<file path="src/rtl/seq_detector.sv">
// Serial pattern detector: compares the last LEN accepted bits against a
// runtime-loadable pattern, with overlap/non-overlap modes and a saturating match counter.
module seq_detector #(
    parameter int              LEN          = 4,
    parameter int              OVERLAP      = 1,
    parameter int              CNT_W        = 8,
    parameter logic [LEN-1:0]  PATTERN_INIT = LEN'(4'b1011)
) (
    input  logic             clk,
    input  logic             reset,
    input  logic             en,
    input  logic             in_value,
    input  logic             pattern_load,
    input  logic [LEN-1:0]   pattern_in,
    input  logic             count_clear,
    output logic             match,
    output logic             armed,
    output logic [CNT_W-1:0] match_count
);

    localparam int FW = $clog2(LEN + 1);
    localparam logic [FW-1:0]    FULL    = FW'(LEN);
    localparam logic [CNT_W-1:0] CNT_MAX = '1;

    // FILL: window still collecting bits; DETECT: window holds LEN valid bits.
    // armed is the externally visible state of this FSM.
    typedef enum logic {FILL, DETECT} state_t;

    state_t           state, state_d;
    logic [LEN-1:0]   pattern, pattern_d;
    logic [LEN-1:0]   history, history_d;
    logic [FW-1:0]    fill, fill_d;
    logic             match_d;
    logic [CNT_W-1:0] count_d;

    logic             accept;
    logic             hit;
    logic [LEN-1:0]   shifted;
    logic [FW-1:0]    fill_inc;

    // Input strobe semantics: a bit is taken on a rising edge only when en=1;
    // there is no back-pressure. pattern_load on the same edge discards the bit.
    always_comb begin
        accept    = en & ~pattern_load;
        shifted   = {history[LEN-2:0], in_value};
        fill_inc  = (fill == FULL) ? FULL : fill + FW'(1);
        hit       = accept && (shifted == pattern) && (fill_inc == FULL);

        pattern_d = pattern;
        history_d = history;
        fill_d    = fill;
        state_d   = state;
        match_d   = 1'b0;
        count_d   = match_count;

        if (pattern_load) begin
            pattern_d = pattern_in;
            history_d = '0;
            fill_d    = '0;
            state_d   = FILL;
        end else if (accept) begin
            match_d = hit;
            if (hit && (OVERLAP == 0)) begin
                history_d = '0;
                fill_d    = '0;
                state_d   = FILL;
            end else begin
                history_d = shifted;
                fill_d    = fill_inc;
                state_d   = (fill_inc == FULL) ? DETECT : FILL;
            end
        end

        // Clear wins over a same-edge increment.
        if (count_clear) begin
            count_d = '0;
        end else if (hit && (match_count != CNT_MAX)) begin
            count_d = match_count + CNT_W'(1);
        end
    end

    always_ff @(posedge clk or posedge reset) begin
        if (reset) begin
            state       <= FILL;
            pattern     <= PATTERN_INIT;
            history     <= '0;
            fill        <= '0;
            match       <= 1'b0;
            match_count <= '0;
        end else begin
            state       <= state_d;
            pattern     <= pattern_d;
            history     <= history_d;
            fill        <= fill_d;
            match       <= match_d;
            match_count <= count_d;
        end
    end

    assign armed = (state == DETECT);

endmodule

</file>
<file path="config.mk">
export PLATFORM = sky130hd
export DESIGN_NAME = seq_detector
export DESIGN_NICKNAME = d
export VERILOG_FILES = /design/src/rtl/seq_detector.sv
export SDC_FILE = /design/constraint.sdc
export NUM_CORES = 1
export LEC_CHECK = 0
export BUFFER_PORTS_ARGS = -buffer_cell sky130_fd_sc_hd__buf_4
export CORE_MARGIN = 2
export CORE_UTILIZATION = 57
export CTS_CLUSTER_DIAMETER = 60
export CTS_CLUSTER_SIZE = 20
export DETAILED_ROUTE_END_ITERATION = 6
export PLACE_DENSITY = 0.82
export SLEW_MARGIN = 0
export SYNTH_ARGS = -nofsm -noshare
export SYNTH_HDL_FRONTEND = slang
export SYNTH_SLANG_ARGS = --single-unit
</file>
<file path="constraint.sdc">
create_clock -name clk -period 3.55 [get_ports clk]
set_clock_uncertainty 0.1 [all_clocks]
set_input_delay 0.1775 -clock clk [delete_from_list [all_inputs] [get_ports clk]]
set_output_delay 0.1775 -clock clk [all_outputs]
set_load 0.02 [all_outputs]
</file>
* Yosys cells after proc, flatten, opt, wreduce, memory -nomap -nowiden
Index checks and enable logic that the tools add are counted. W data, S select, Z words.
Operators by class: add/subtract/negate cells 2, equal/unequal tests 4, mux-type cells 12, bitwise logic cells 2, reduce and logical (&&, ||, !) cells 5
Operators with widths (count):
- $mux W8 | 2
- $mux W3 | 5
- $add A8 B1 Y8 const B | 1
- $ne A8 B8 Y1 const B | 1
- $eq A3 B3 Y1 const B | 2
- $mux W1 | 5
- $eq A4 B4 Y1 | 1
- $reduce_bool A2 Y1 | 2
- $add A3 B1 Y3 const B | 1
- $logic_and A1 B1 Y1 | 3
- $and A1 B1 Y1 | 1
- $not A1 Y1 | 1
Word-level totals: flip-flop bits (word level) 20, input port bits 10, output and inout bits 10, word-level logic and storage cells 31

* Logic depth before layout (Yosys ltp)
depth after elaboration 7, mapped depth 8, gate-level depth less buffers 7

* Least setup slack after synthesis
No wires, ideal clock.
path kind flip-flop to flip-flop, from reg fill[0], to reg match_count[5], setup time 125 ps, arrival time 2097 ps, required time 3325 ps, slack 1229 ps, cell stages (with the launch flop) 9, buffers on the path 1, period minus slack after synthesis 2321 ps, cells stage by stage dfrtp_1 -> inv_1 -> ha_1 -> and3b_1 -> o22ai_2 -> or3_4 -> buf_6 -> nor4_1 -> mux2_2
Between the ends: cells in the longest elaborated chain, start to end 6, elaborated cells between the ends (all ways) 7, those cells by class add/sub: 1; eq/ne: 2; mux: 1; reduce/logical: 3
RTL lines:
- start, declared | line 32 | logic [FW-1:0] fill, fill_d;
- start signal, assigned | line 94 | fill <= fill_d;
- $add A3 B1 Y3 or $eq A3 B3 Y1 (tied branches) | line 46 | fill_inc = (fill == FULL) ? FULL : fill + FW'(1);
- $mux W3 * | line 46
- $eq A3 B3 Y1 * | line 47 | hit = accept && (shifted == pattern) && (fill_inc == FULL);
- $logic_and A1 B1 Y1 * | line 47
- $logic_and A1 B1 Y1 * | line 77 | end else if (hit && (match_count != CNT_MAX)) begin
- $reduce_bool A2 Y1 (no line) *
- end signal, assigned | line 96 | match_count <= count_d;
- end, declared | line 18 | output logic [CNT_W-1:0] match_count
Every way passes the cells marked *; elsewhere a longest branch is shown, timed or not. A chain may end at the register's enable or synchronous reset.

* Final worst setup path
Same ends and word-level chain as after synthesis.

==> out/qor.csv <==
metric,value,unit
status,completed,
data required time of the worst path,3.64,ns
Worst-path clk slew,0.11,ns
largest net degree at the start of global routing,21,
Die H,47.1,um
power per cell area,316,nW/um^2
Netlist Area Pre-Place,1060,sq um
Sink Count,20,
syn_area_per_cell,10.4,sq um
Critical Path Fanout Max,12,
initial antenna violation count,0,
crit end category,flop,
clock share of power,27.4,%
syn nets,115,
MaxCap Viol Count,0,
GRT Total Usage,21.2,%
hold endpoint,pattern[0],
Internal,309,uW
Placeable Area,1730,sq um
number of buffers and inverters on the critical path,1,
r2r setup slk,1.08,ns
Max-slew headroom,50.7,%
post-synth top area share,40.2,%
Lkg Pwr,0.000575,uW
CTS root buf,clkbuf_4,
Synth Flop Type,dfrtp_1,
Post-Route WL,1950,um
Placer Congestion,0.789,
"delay-heaviest family, CP",simple AND/OR/NAND/NOR gates,
share of post-route cells with drive strength above 1,28.6,%
Final Critical Period,2.47,ns
RR Startpoint,fill[0],
vias,856,
Worst setup SP type,flop,
slowest cell delay on critical path,0.43,ns
H-tree levels,1,
"top cells by area, synth","dfrtp_1, dfstp_2, mux2_2, a21oi_1, ha_1",
worst hold start,pattern_in[0],
GR Overflow Total,0,
hold depth,2,
Placed Area,1210,sq um
Via density,5.67,
DIE AREA,2220,sq um
Final Cell Area,1280,sq um
Die W,47.1,um
average routed wire per standard cell,12.9,um
number of port buffers,19,
synth cell count leaders,"dfrtp_1, a21oi_1, nor2_1",
first-pass GRT wire length,3270,um
Reg power frac,60.3,%
Worst Tran Pin Value,0.739,ns
vias in the first global route,792,
# DRC,0,
post-CTS setup buffer count,0,
reg2reg end,match_count[5],
synthesis-to-finish area growth,21.5,%
"count leader, synth",dfrtp_1,
drt pass-1 iters,4,
FILL cells,128,
clock latency on the worst-skew pair,0.30,ns
worst hold path class,in2reg,
row count,15,
logic gate share of total power,12.3,%
# nets final,140,
CP cell instances,inv_1 -> ha_1 -> and3b_1 -> o22ai_2 -> or3_4 -> nor4_1 -> mux2_2,
switch share,23.9,%
Max Fclk,0.404,GHz
Max clock buf depth,2,
Power Total,406,uW
cell taking the most area after synthesis,dfrtp_1,
yosys warns,0,
"Slowest-stage cell, CP",dfrtp_1,
Final HPWL DP,1420,um
number of flops mapped to enable cells by yosys,0,
Post-Synthesis Cells,102,
Max Slew Vio Count,0,
initial core utilization,61.2,%
1st-iter DRT viols,8,
period utilization,69.7,%
worst vdd ir,0.256,mV
Worst EP arrival,2.56,ns
net load switching power,97.1,uW
CTS tree,yes,
diode count,0,
post-cts sizing count,0,
final setup TNS,0,ns
sequential share of the synthesized area,47.7,%
count of different cell masters after synthesis,35,
Synth Register Bits,20,
CTS Buf Count,3,
ys async rst share,100,%
worst r2r path cells,7,
Crit Path Category,reg2reg,
RSZ-0062 raised after global routing,no,
Post-DRT Antenna Nets,0,
final setup vio count,0,
Ports,20,
final hold violation count,0,
final cells by class:
class                      count  area, sq um  share of cell area (%)
tap                           25         31.3                    2.43
inverter                       7         26.3                    2.04
sequential                    20          504                    39.2
clock buffer                   4         26.3                    2.04
timing repair buffer          24          193                    15.0
multi-input combinational     71          504                    39.2
state kept, by name, indices dropped and copies added (netlist names):
signal / count
match_count: 8
history: 3
fill: 3
match: 1
pattern: 4
armed: 1
power by group through the flow:
stage / clock, uW / combinational (uW) / sequential, uW
after floorplan: 0 / 31.6 / 248
final: 111 / 50.0 / 245
after detailed placement: 0 / 46.1 / 249
after global routing: 124 / 56.2 / 246
after global placement: 0 / 44.5 / 249
after CTS: 116 / 49.8 / 245
metal layers:
| layer | GRT usage (%) | routed length, um |
|---|---|---|
| met5 | 0 | 0 |
| met4 | 11.7 | 44 |
| met3 | 3.46 | 67 |
| met2 | 36.2 | 1010 |
| met1 | 25.4 | 825 |
cell families (layout without fill, tap and decap cells):
family	Yosys count	after routing	share of synthesized area (%)
AO/OA/AOI/OAI	17	17	11.0
multiplexers	8	8	8.17
flip-flops	20	20	47.7
buffers and inverters	11	35	4.62
XOR/XNOR	4	4	3.31
adder cells (fa/ha/maj)	3	3	3.55
AND/OR/NAND/NOR	39	39	21.7
worst register-to-register path: stages, from the launching register on:
cell and delay, ns:
dfrtp_1 0.43, inv_1 0.08, ha_1 0.34, and3b_1 0.25
o22ai_2 0.10, or3_4 0.40, nor4_1 0.29, mux2_2 0.37
cells in the final DEF, fill, tap and decap left out, types with 2 or more instances in the layout:
| cell type | count |
|---|---|
| buf_4 | 19 |
| dfrtp_1 | 17 |
| nor2_1 | 8 |
| a21oi_1 | 8 |
| nand3_1 | 7 |
| inv_1 | 7 |
| mux2_2 | 5 |
| nand2_1 | 5 |
| dlygate4sd3_1 | 5 |
| xnor2_1 | 4 |
| or4_1 | 4 |
| mux2i_1 | 3 |
| ha_1 | 3 |
| clkbuf_4 | 3 |
| dfstp_2 | 3 |
| or3_1 | 2 |
| nor4_1 | 2 |
| o31ai_1 | 2 |
| o41ai_1 | 2 |
per-stage QoR:
| stage | std cells | worst slack, ns | utilization (%) | hold slack (ns) |
|---|---|---|---|---|
| floorplan | 102 | 1.23 | - | 0.0391 |
| CTS | 150 | 1.07 | 73.8 | 0.00119 |
| finish | 151 | 1.08 | 74.4 | 0.0165 |
| global route | 151 | 0.988 | 74.4 | 0.0108 |
| global placement | 142 | 1.24 | 70.0 | 0.247 |
| detailed placement | 142 | 1.15 | 70.0 | 0.257 |
worst max-delay path by stage:
stage	start	cells past startpoint	end
finish	fill[0]	7	match_count[5]
global route	fill[0]	7	match_count[5]
CTS	fill[0]	7	match_count[5]
detailed placement	fill[0]	7	match_count[5]
global placement	fill[0]	7	match_count[5]
floorplan	fill[0]	8	match_count[5]
timing repair:
item | 4_1_cts | 5_1_grt
endpoints found under the hold margin | 24 | 1
hold buffers | 4 | 1
setup endpoints to repair | 0 | 0
Power figures use the tool's default switching activity.
